--- src/rtl/vga_pkg.sv ---
// Shared constants for the VGA colour-processor stage.
//   - resolution codes accepted on the resolution input
//   - active width/height for each supported resolution
//   - RGB888 / RGB444 data widths
package vga_pkg;

    localparam int RGB888_W = 24;
    localparam int RGB444_W = 12;
    localparam int ACT_W    = 11;

    localparam logic [3:0] RES_640x480   = 4'b0000;
    localparam logic [3:0] RES_800x600   = 4'b0001;
    localparam logic [3:0] RES_1024x768  = 4'b0010;
    localparam logic [3:0] RES_1280x720  = 4'b0011;
    localparam logic [3:0] RES_1280x1024 = 4'b0100;
    localparam logic [3:0] RES_1280x800  = 4'b0101;
    localparam logic [3:0] RES_1440x900  = 4'b0110;
    localparam logic [3:0] RES_1600x900  = 4'b0111;
    localparam logic [3:0] RES_1680x1050 = 4'b1000;
    localparam logic [3:0] RES_1920x1080 = 4'b1001;

    localparam logic [ACT_W-1:0] H_640   = 11'd640;
    localparam logic [ACT_W-1:0] H_800   = 11'd800;
    localparam logic [ACT_W-1:0] H_1024  = 11'd1024;
    localparam logic [ACT_W-1:0] H_1280  = 11'd1280;
    localparam logic [ACT_W-1:0] H_1440  = 11'd1440;
    localparam logic [ACT_W-1:0] H_1600  = 11'd1600;
    localparam logic [ACT_W-1:0] H_1680  = 11'd1680;
    localparam logic [ACT_W-1:0] H_1920  = 11'd1920;

    localparam logic [ACT_W-1:0] V_480   = 11'd480;
    localparam logic [ACT_W-1:0] V_600   = 11'd600;
    localparam logic [ACT_W-1:0] V_720   = 11'd720;
    localparam logic [ACT_W-1:0] V_768   = 11'd768;
    localparam logic [ACT_W-1:0] V_800   = 11'd800;
    localparam logic [ACT_W-1:0] V_900   = 11'd900;
    localparam logic [ACT_W-1:0] V_1024  = 11'd1024;
    localparam logic [ACT_W-1:0] V_1050  = 11'd1050;
    localparam logic [ACT_W-1:0] V_1080  = 11'd1080;

endpackage

--- src/rtl/vga_res_lut.sv ---
// Resolution decoder: maps a 4-bit resolution code to the active
// width/height. Unused codes fall back to 640x480.
//   resolution  in   4   resolution code
//   h_act       out  11  active columns
//   v_act       out  11  active rows
module vga_res_lut
    import vga_pkg::*;
(
    input  logic [3:0]       resolution,
    output logic [ACT_W-1:0] h_act,
    output logic [ACT_W-1:0] v_act
);

    always_comb begin
        h_act = H_640;
        v_act = V_480;
        case (resolution)
            RES_640x480:   begin h_act = H_640;  v_act = V_480;  end
            RES_800x600:   begin h_act = H_800;  v_act = V_600;  end
            RES_1024x768:  begin h_act = H_1024; v_act = V_768;  end
            RES_1280x720:  begin h_act = H_1280; v_act = V_720;  end
            RES_1280x1024: begin h_act = H_1280; v_act = V_1024; end
            RES_1280x800:  begin h_act = H_1280; v_act = V_800;  end
            RES_1440x900:  begin h_act = H_1440; v_act = V_900;  end
            RES_1600x900:  begin h_act = H_1600; v_act = V_900;  end
            RES_1680x1050: begin h_act = H_1680; v_act = V_1050; end
            RES_1920x1080: begin h_act = H_1920; v_act = V_1080; end
            default:       begin h_act = H_640;  v_act = V_480;  end
        endcase
    end

endmodule

--- src/rtl/vga_interface.sv ---
// Colour-processor stage: splits the active area into four quadrants,
// each filled with a programmable RGB888 colour; outside the active
// area the output is black. Outputs are registered (1 clk latency).
//   clk            in   1   pixel clock, rising edge
//   rst            in   1   synchronous active-high reset
//   ch0..ch3       in   24  quadrant colours (TL, TR, BL, BR)
//   resolution     in   4   resolution code
//   px_h / px_v    in   11  current pixel column / row
//   px_12bit_data  out  12  RGB444 (upper nibbles of the selected colour)
//   px_24bit_data  out  24  RGB888 selected colour
module vga_interface
    import vga_pkg::*;
#(
    parameter int H_W = 11,
    parameter int V_W = 11
) (
    input  logic                clk,
    input  logic                rst,
    input  logic [RGB888_W-1:0] ch0,
    input  logic [RGB888_W-1:0] ch1,
    input  logic [RGB888_W-1:0] ch2,
    input  logic [RGB888_W-1:0] ch3,
    input  logic [3:0]          resolution,
    input  logic [H_W-1:0]      px_h,
    input  logic [V_W-1:0]      px_v,
    output logic [RGB444_W-1:0] px_12bit_data,
    output logic [RGB888_W-1:0] px_24bit_data
);

    logic [ACT_W-1:0]    lut_h_act;
    logic [ACT_W-1:0]    lut_v_act;
    logic [H_W-1:0]      h_act;
    logic [V_W-1:0]      v_act;
    logic [H_W-1:0]      half_h;
    logic [V_W-1:0]      half_v;
    logic                right;
    logic                bottom;
    logic                blank;
    logic [RGB888_W-1:0] sel;

    vga_res_lut u_res_lut (
        .resolution (resolution),
        .h_act      (lut_h_act),
        .v_act      (lut_v_act)
    );

    assign h_act  = H_W'(lut_h_act);
    assign v_act  = V_W'(lut_v_act);
    assign half_h = h_act >> 1;
    assign half_v = v_act >> 1;

    // Column HALF_H and row HALF_V belong to the right/bottom halves.
    assign right  = (px_h >= half_h);
    assign bottom = (px_v >= half_v);
    assign blank  = (px_h >= h_act) || (px_v >= v_act);

    always_comb begin
        sel = '0;
        if (!blank) begin
            case ({bottom, right})
                2'b00:   sel = ch0;
                2'b01:   sel = ch1;
                2'b10:   sel = ch2;
                default: sel = ch3;
            endcase
        end
    end

    always_ff @(posedge clk) begin
        if (rst) begin
            px_24bit_data <= '0;
            px_12bit_data <= '0;
        end else begin
            px_24bit_data <= sel;
            px_12bit_data <= {sel[23:20], sel[15:12], sel[7:4]};
        end
    end

endmodule

--- config.mk ---
export PLATFORM = sky130hd
export DESIGN_NAME = vga_interface
export DESIGN_NICKNAME = d
export VERILOG_FILES = /design/src/rtl/vga_pkg.sv /design/src/rtl/vga_res_lut.sv /design/src/rtl/vga_interface.sv
export SDC_FILE = /design/constraint.sdc
export NUM_CORES = 1
export LEC_CHECK = 0
export CORE_MARGIN = 5
export CORE_UTILIZATION = 38
export CTS_BUF_LIST = sky130_fd_sc_hd__clkbuf_4
export CTS_CLUSTER_DIAMETER = 100
export DETAILED_ROUTE_END_ITERATION = 12
export GPL_TIMING_DRIVEN = 0
export PLACE_DENSITY = 0.85
export SKIP_LAST_GASP = 1
export SYNTH_ARGS = -nofsm -noshare
export SYNTH_HDL_FRONTEND = slang
export SYNTH_SLANG_ARGS = --single-unit
--- constraint.sdc ---
create_clock -name clk -period 4.6 [get_ports clk]
set_clock_uncertainty 0.1 [all_clocks]
set_input_delay 0.92 -clock clk [delete_from_list [all_inputs] [get_ports clk]]
set_output_delay 0.92 -clock clk [all_outputs]
set_load 0.01 [all_outputs]
[Word level (Yosys, flattened, before mapping)]
Memory sizes are Yosys's and may differ from the RTL's.
Index checks and enable logic that the tools add are counted.
Word-level totals
  input port bits: 124
  output and inout bits: 36
  memories: 1
  flip-flop bits (word level): 24
  latch bits: 0
  ROM bits: 272
  memory bits (writable): 0
Cells by class
  reductions and logical operators: 3
  bitwise gates (word level): 0
  eq/ne operators: 2
  div/mod/pow operators: 0
  add/sub/neg operators: 0
  multiplexer cells: 1
  shift operators: 0
  $mul: 0
  order comparisons: 4
Memories
  (name not given): words 16, width 17, read ports 1, clocked after memory_dff 0, wr ports 0, line vga_res_lut.sv:17  | case (resolution)
Operator list (number)
  $pmux 24 s3: 1
  $ge 11x10->1: 2
  $ge 11x11->1: 2
  $eq 2x1->1 const B: 1
  $eq 2x2->1 const B: 1
  $logic_not 2->1: 1
  $reduce_or 2->1: 1
  $logic_or 1x1->1: 1

[Longest topological paths before layout]
An unclocked memory read counts as a cell.
  depth in word-level cells: 4
  gate-level depth with buffers: 14
  gate-level depth less buffers: 12

[Hierarchy]
From an unflattened synthesis, not the netlist that was laid out.
Unflattened totals
  cell total of the unflattened synthesis: 294
  area total of the unflattened synthesis: 2640.0 µm²
By module, submodules not included
  vga_interface: instances 1, cells an instance 244, area each 2279.7 µm², seq. area each 480.5 µm²
  vga_res_lut: instances 1, cells an instance 50, area each 360.3 µm², seq. area each 0.0 µm²

[Worst setup path after synthesis]
Ideal clock, no wire load.
  path kind: input to register
  start point: input resolution[0]
  end point: register px_24bit_data[10]
  arrival time: 3369 ps
  slack: 1015 ps
  stages on the path: 12
  buffers on the path: 1
  cell sequence: inv_1 > ha_1 > nor2b_1 > a211oi_1 > ha_1 > and4_1 > a41oi_2 > nor2b_1 > nor4_4 > buf_2 > mux2_2 > o211a_1
On the way
  cells in the longest elaborated chain, start to end: 4
  elaborated cells between the ends (all ways): 11
  classes of those cells: order compare: 4; eq/ne: 2; mux: 1; reduce/logical: 3; memory: 1
Ends and longest elaborated chain
  start: declaration: line vga_interface.sv:23  | input logic [3:0] resolution,
  $mem_v2 16x17 (*)
  $ge 11x10->1, or another cell as far along: line vga_interface.sv:53  | assign right = (px_h >= half_h);
  $eq 2x2->1, or another cell as far along: line vga_interface.sv:60  | case ({bottom, right})
  $pmux 24 s3 or $reduce_or 2->1 (tied branches)
  end signal: assignment: line vga_interface.sv:74  | px_24bit_data <= sel;
  end: declaration: line vga_interface.sv:27  | output logic [RGB888_W-1:0] px_24bit_data
Mark *: on every way between the ends. The rest lies on a longest branch, timed or not.
A chain may end at the register's enable or synchronous reset.

[Final worst setup path]
  start point: input resolution[1]
  end point: register px_24bit_data[11]
The elaborated chain is that of the path after synthesis.

==> flow_metrics.env <==
export IMPL_run_status="completed"
export IMPL_hold_buffers=0
export IMPL_number_of_flip_flops_under_the_largest_register_name=24
export IMPL_dp_hpwl_um=7630
export IMPL_first_pass_grt_wire_length_um=13500
export IMPL_final_cells=509
export IMPL_syn_cell_area_um2=2550
export IMPL_layout_cells_most_common="sky130_fd_sc_hd__clkdlybuf4s50_1"
export IMPL_grtUsageTotal=0.196
export IMPL_postSynthNetCount=430
export IMPL_remaining_drc_errors=0
export IMPL_initial_utilization=0.396
export IMPL_cp_start_kind="primary input"
export IMPL_design_final_nets=593
export IMPL_dr_pass1_iters=4
export IMPL_grt_start_max_net_pins=15
export IMPL_timing_critical_path_required_ns=4.73
export IMPL_timing_hold_worst_class="primary input to register"
export IMPL_critical_path_endpoint="px_24bit_data[11]"
export IMPL_detailroute_via_count=2587
export IMPL_postSynthRegisterBits=24
export IMPL_cts_max_level=1
export IMPL_worst_slew_margin_rel=0.758
export IMPL_antenna_violating_nets_post_route=0
export IMPL_floorplan_io_pins=160
export IMPL_placed_cells=505
export IMPL_mostFrequentLayoutCells="sky130_fd_sc_hd__clkdlybuf4s50_1 (158), sky130_fd_sc_hd__ha_1 (36), sky130_fd_sc_hd__nand2_1 (30)"
export IMPL_floorplan_die_area_um2=8460
export IMPL_cts_root_to_sink_buffers=2
export IMPL_yosysUniqueCellTypes=48
export IMPL_core_um2=6460
export IMPL_vias_per_cell=5.08
export IMPL_final_wl_um=8810
export IMPL_numPortBuffers=158
export IMPL_largestRegisters="px_24bit_data x24"
export IMPL_ys_dominant_reg_cell="sky130_fd_sc_hd__dfxtp_1"
export IMPL_endpoint_kind="register"
export IMPL_synth_edf_count=0
export IMPL_crit_path_start="resolution[1]"
export IMPL_critPathMaxFanout=10
export IMPL_timing_critical_path_arrival_ns=4.37
export IMPL_die_h_um=92.0
export IMPL_synthArstFlopShare=0
export IMPL_registers_top_by_ff_count="px_24bit_data"
export IMPL_setup_tns_ns=0
export IMPL_final_max_slew_violation_count=0
export IMPL_finalCritPeriodShare=0.921
export IMPL_drv_cap=0
export IMPL_drt_initial_drc_count=32
export IMPL_fill_cells=545
export IMPL_synth_yosys_seq_area_share=0.188
export IMPL_timing_worst_setup_path_type="primary input to register"
export IMPL_tritoncts_num_sinks=24
export IMPL_rows=29
export IMPL_grt_antenna_before_repair=0
export IMPL_cts_reportedPaths_clkPinSlew_ns=0.15
export IMPL_drt_wirelength_per_cell_um=17.3
export IMPL_post_cts_resized_instances=0
export IMPL_max_clock_freq_mhz=236
export IMPL_num_cts_buffers=3
export IMPL_vdd_drop_max_uv=136
export IMPL_routability_congestion=0.905
export IMPL_clk_root_buffer_cell="sky130_fd_sc_hd__clkbuf_4"
export IMPL_setup_viol_count_final=0
export IMPL_die_width_um=92.0
export IMPL_final_layout_size_suffix_gt1_frac=0.111
export IMPL_flow_area_growth_from_synthesis_pct=67.7
export IMPL_synthesis_instances=270
export IMPL_diodes=0
export IMPL_grt_setup_unrepaired="no"
export IMPL_fin_crit_ns=4.24
export IMPL_via_count_of_the_first_global_routing_pass=2597
export IMPL_post_cts_repair_setup_buffers=0
export IMPL_cts_tree="yes"
export IMPL_worst_margin_pin_slew_ns=0.363
export IMPL_timing_hold_violations_final=0
export IMPL_total_of_warnings_raised_by_yosys=0
export IMPL_globalRouteOverflowTotal=0
export IMPL_power_static_leakage_nw=2.00
export IMPL_pwr_per_cell_area_nw_per_um2=186
export IMPL_synth_area_per_cell_um2=9.46
==> cell usage after synthesis (2+ instances only) <==
library cell / number / share of area
sky130_fd_sc_hd__ha_1: 36 / 0.18
sky130_fd_sc_hd__nand2_1: 30 / 0.044
sky130_fd_sc_hd__dfxtp_1: 24 / 0.19
sky130_fd_sc_hd__mux2i_1: 24 / 0.094
sky130_fd_sc_hd__o211a_1: 24 / 0.094
sky130_fd_sc_hd__buf_4: 14 / 0.041
sky130_fd_sc_hd__mux2_1: 14 / 0.062
sky130_fd_sc_hd__mux2_2: 10 / 0.044
sky130_fd_sc_hd__inv_1: 8 / 0.012
sky130_fd_sc_hd__nand2b_1: 8 / 0.020
sky130_fd_sc_hd__a21o_1: 7 / 0.021
sky130_fd_sc_hd__a21oi_1: 7 / 0.014
sky130_fd_sc_hd__buf_2: 4 / 0.0078
sky130_fd_sc_hd__buf_6: 4 / 0.018
sky130_fd_sc_hd__nand4_1: 4 / 0.0098
sky130_fd_sc_hd__nor2b_1: 4 / 0.0098
sky130_fd_sc_hd__o21ai_0: 4 / 0.0078
sky130_fd_sc_hd__a211oi_1: 3 / 0.0088
sky130_fd_sc_hd__a31oi_1: 3 / 0.0073
sky130_fd_sc_hd__nor2_1: 3 / 0.0044
sky130_fd_sc_hd__o21ai_1: 3 / 0.0059
sky130_fd_sc_hd__buf_8: 2 / 0.012
sky130_fd_sc_hd__clkbuf_1: 2 / 0.0029
sky130_fd_sc_hd__nand3_1: 2 / 0.0039
sky130_fd_sc_hd__o211ai_1: 2 / 0.0059
sky130_fd_sc_hd__or2_2: 2 / 0.0049
==> power breakdown <==
group	total (mW)	internal, mW	switching [mW]
clock network	0.156	0.0881	0.0682
registers	0.231	0.224	0.00659
logic	0.408	0.246	0.163
total	0.795	0.558	0.238
==> stage by stage <==
step	util	setup slack (ns)	total power, mW	cell area, um2	hold WS [ns]
6_report	0.664	0.362	0.795	4290	1.20
4_1_cts	0.664	0.360	0.801	4290	1.19
3_5_place_dp	0.655	0.0228	0.645	4230	1.54
2_1_floorplan	-	1.01	0.443	2550	1.06
5_1_grt	0.664	0.194	0.845	4290	1.20
3_3_place_gp	0.655	0.0136	0.635	4230	1.53
==> worst min path at each step <==
stage                     slack [ns]           endpoint  cells past startpoint    start
after global routing            1.20  px_24bit_data[12]                      3  ch1[12]
after floorplan                 1.06  px_24bit_data[14]                      3  ch3[14]
final                           1.20   px_24bit_data[7]                      3   ch1[7]
after CTS                       1.19  px_24bit_data[12]                      3  ch1[12]
after global placement          1.53   px_24bit_data[0]                      3   ch1[0]
after detailed placement        1.54  px_24bit_data[20]                      3  ch1[20]
==> cell families (layout without fill, tap and decap cells) <==
kind of cell,Yosys count,after routing,synth area share
buf+inv,35,197,0.0960
flops,24,24,0.188
mux,48,48,0.200
fa+ha+maj,36,36,0.176
compound gates,62,62,0.201
simple gates,64,64,0.136
xor+xnor,1,1,0.00343
==> area by class of cell <==
cell class | instances | area [um2] | area share
buffer | 27 | 215 | 0.0502
clock buffer | 3 | 22.5 | 0.00526
clock inverter | 1 | 30.0 | 0.00701
inverter | 8 | 30.0 | 0.00701
multi-input combinational | 211 | 1830 | 0.427
sequential | 24 | 480 | 0.112
tap | 77 | 96.3 | 0.0225
timing repair buffer | 158 | 1580 | 0.369
==> critical path, stage by stage <==
cell and delay [ns]:
sky130_fd_sc_hd__clkdlybuf4s50_1 0.63, sky130_fd_sc_hd__inv_1 0.13, sky130_fd_sc_hd__ha_1 0.21, sky130_fd_sc_hd__nor2b_1 0.16, sky130_fd_sc_hd__a211oi_1 0.33, sky130_fd_sc_hd__ha_1 0.33
sky130_fd_sc_hd__and4_1 0.19, sky130_fd_sc_hd__a41oi_2 0.18, sky130_fd_sc_hd__nor2b_1 0.09, sky130_fd_sc_hd__nor4_4 0.27, sky130_fd_sc_hd__buf_2 0.32, sky130_fd_sc_hd__mux2_2 0.39
sky130_fd_sc_hd__o211a_1 0.20
==> metal layers <==
layer	track usage	routed length [um]	vias up
met2	0.377	4650	88
met3	0.0376	588	6
met1	0.228	3470	1184
li1	-	-	1309
met5	0	0	-
met4	0.0260	96	0
Power figures use the tool's default switching activity.
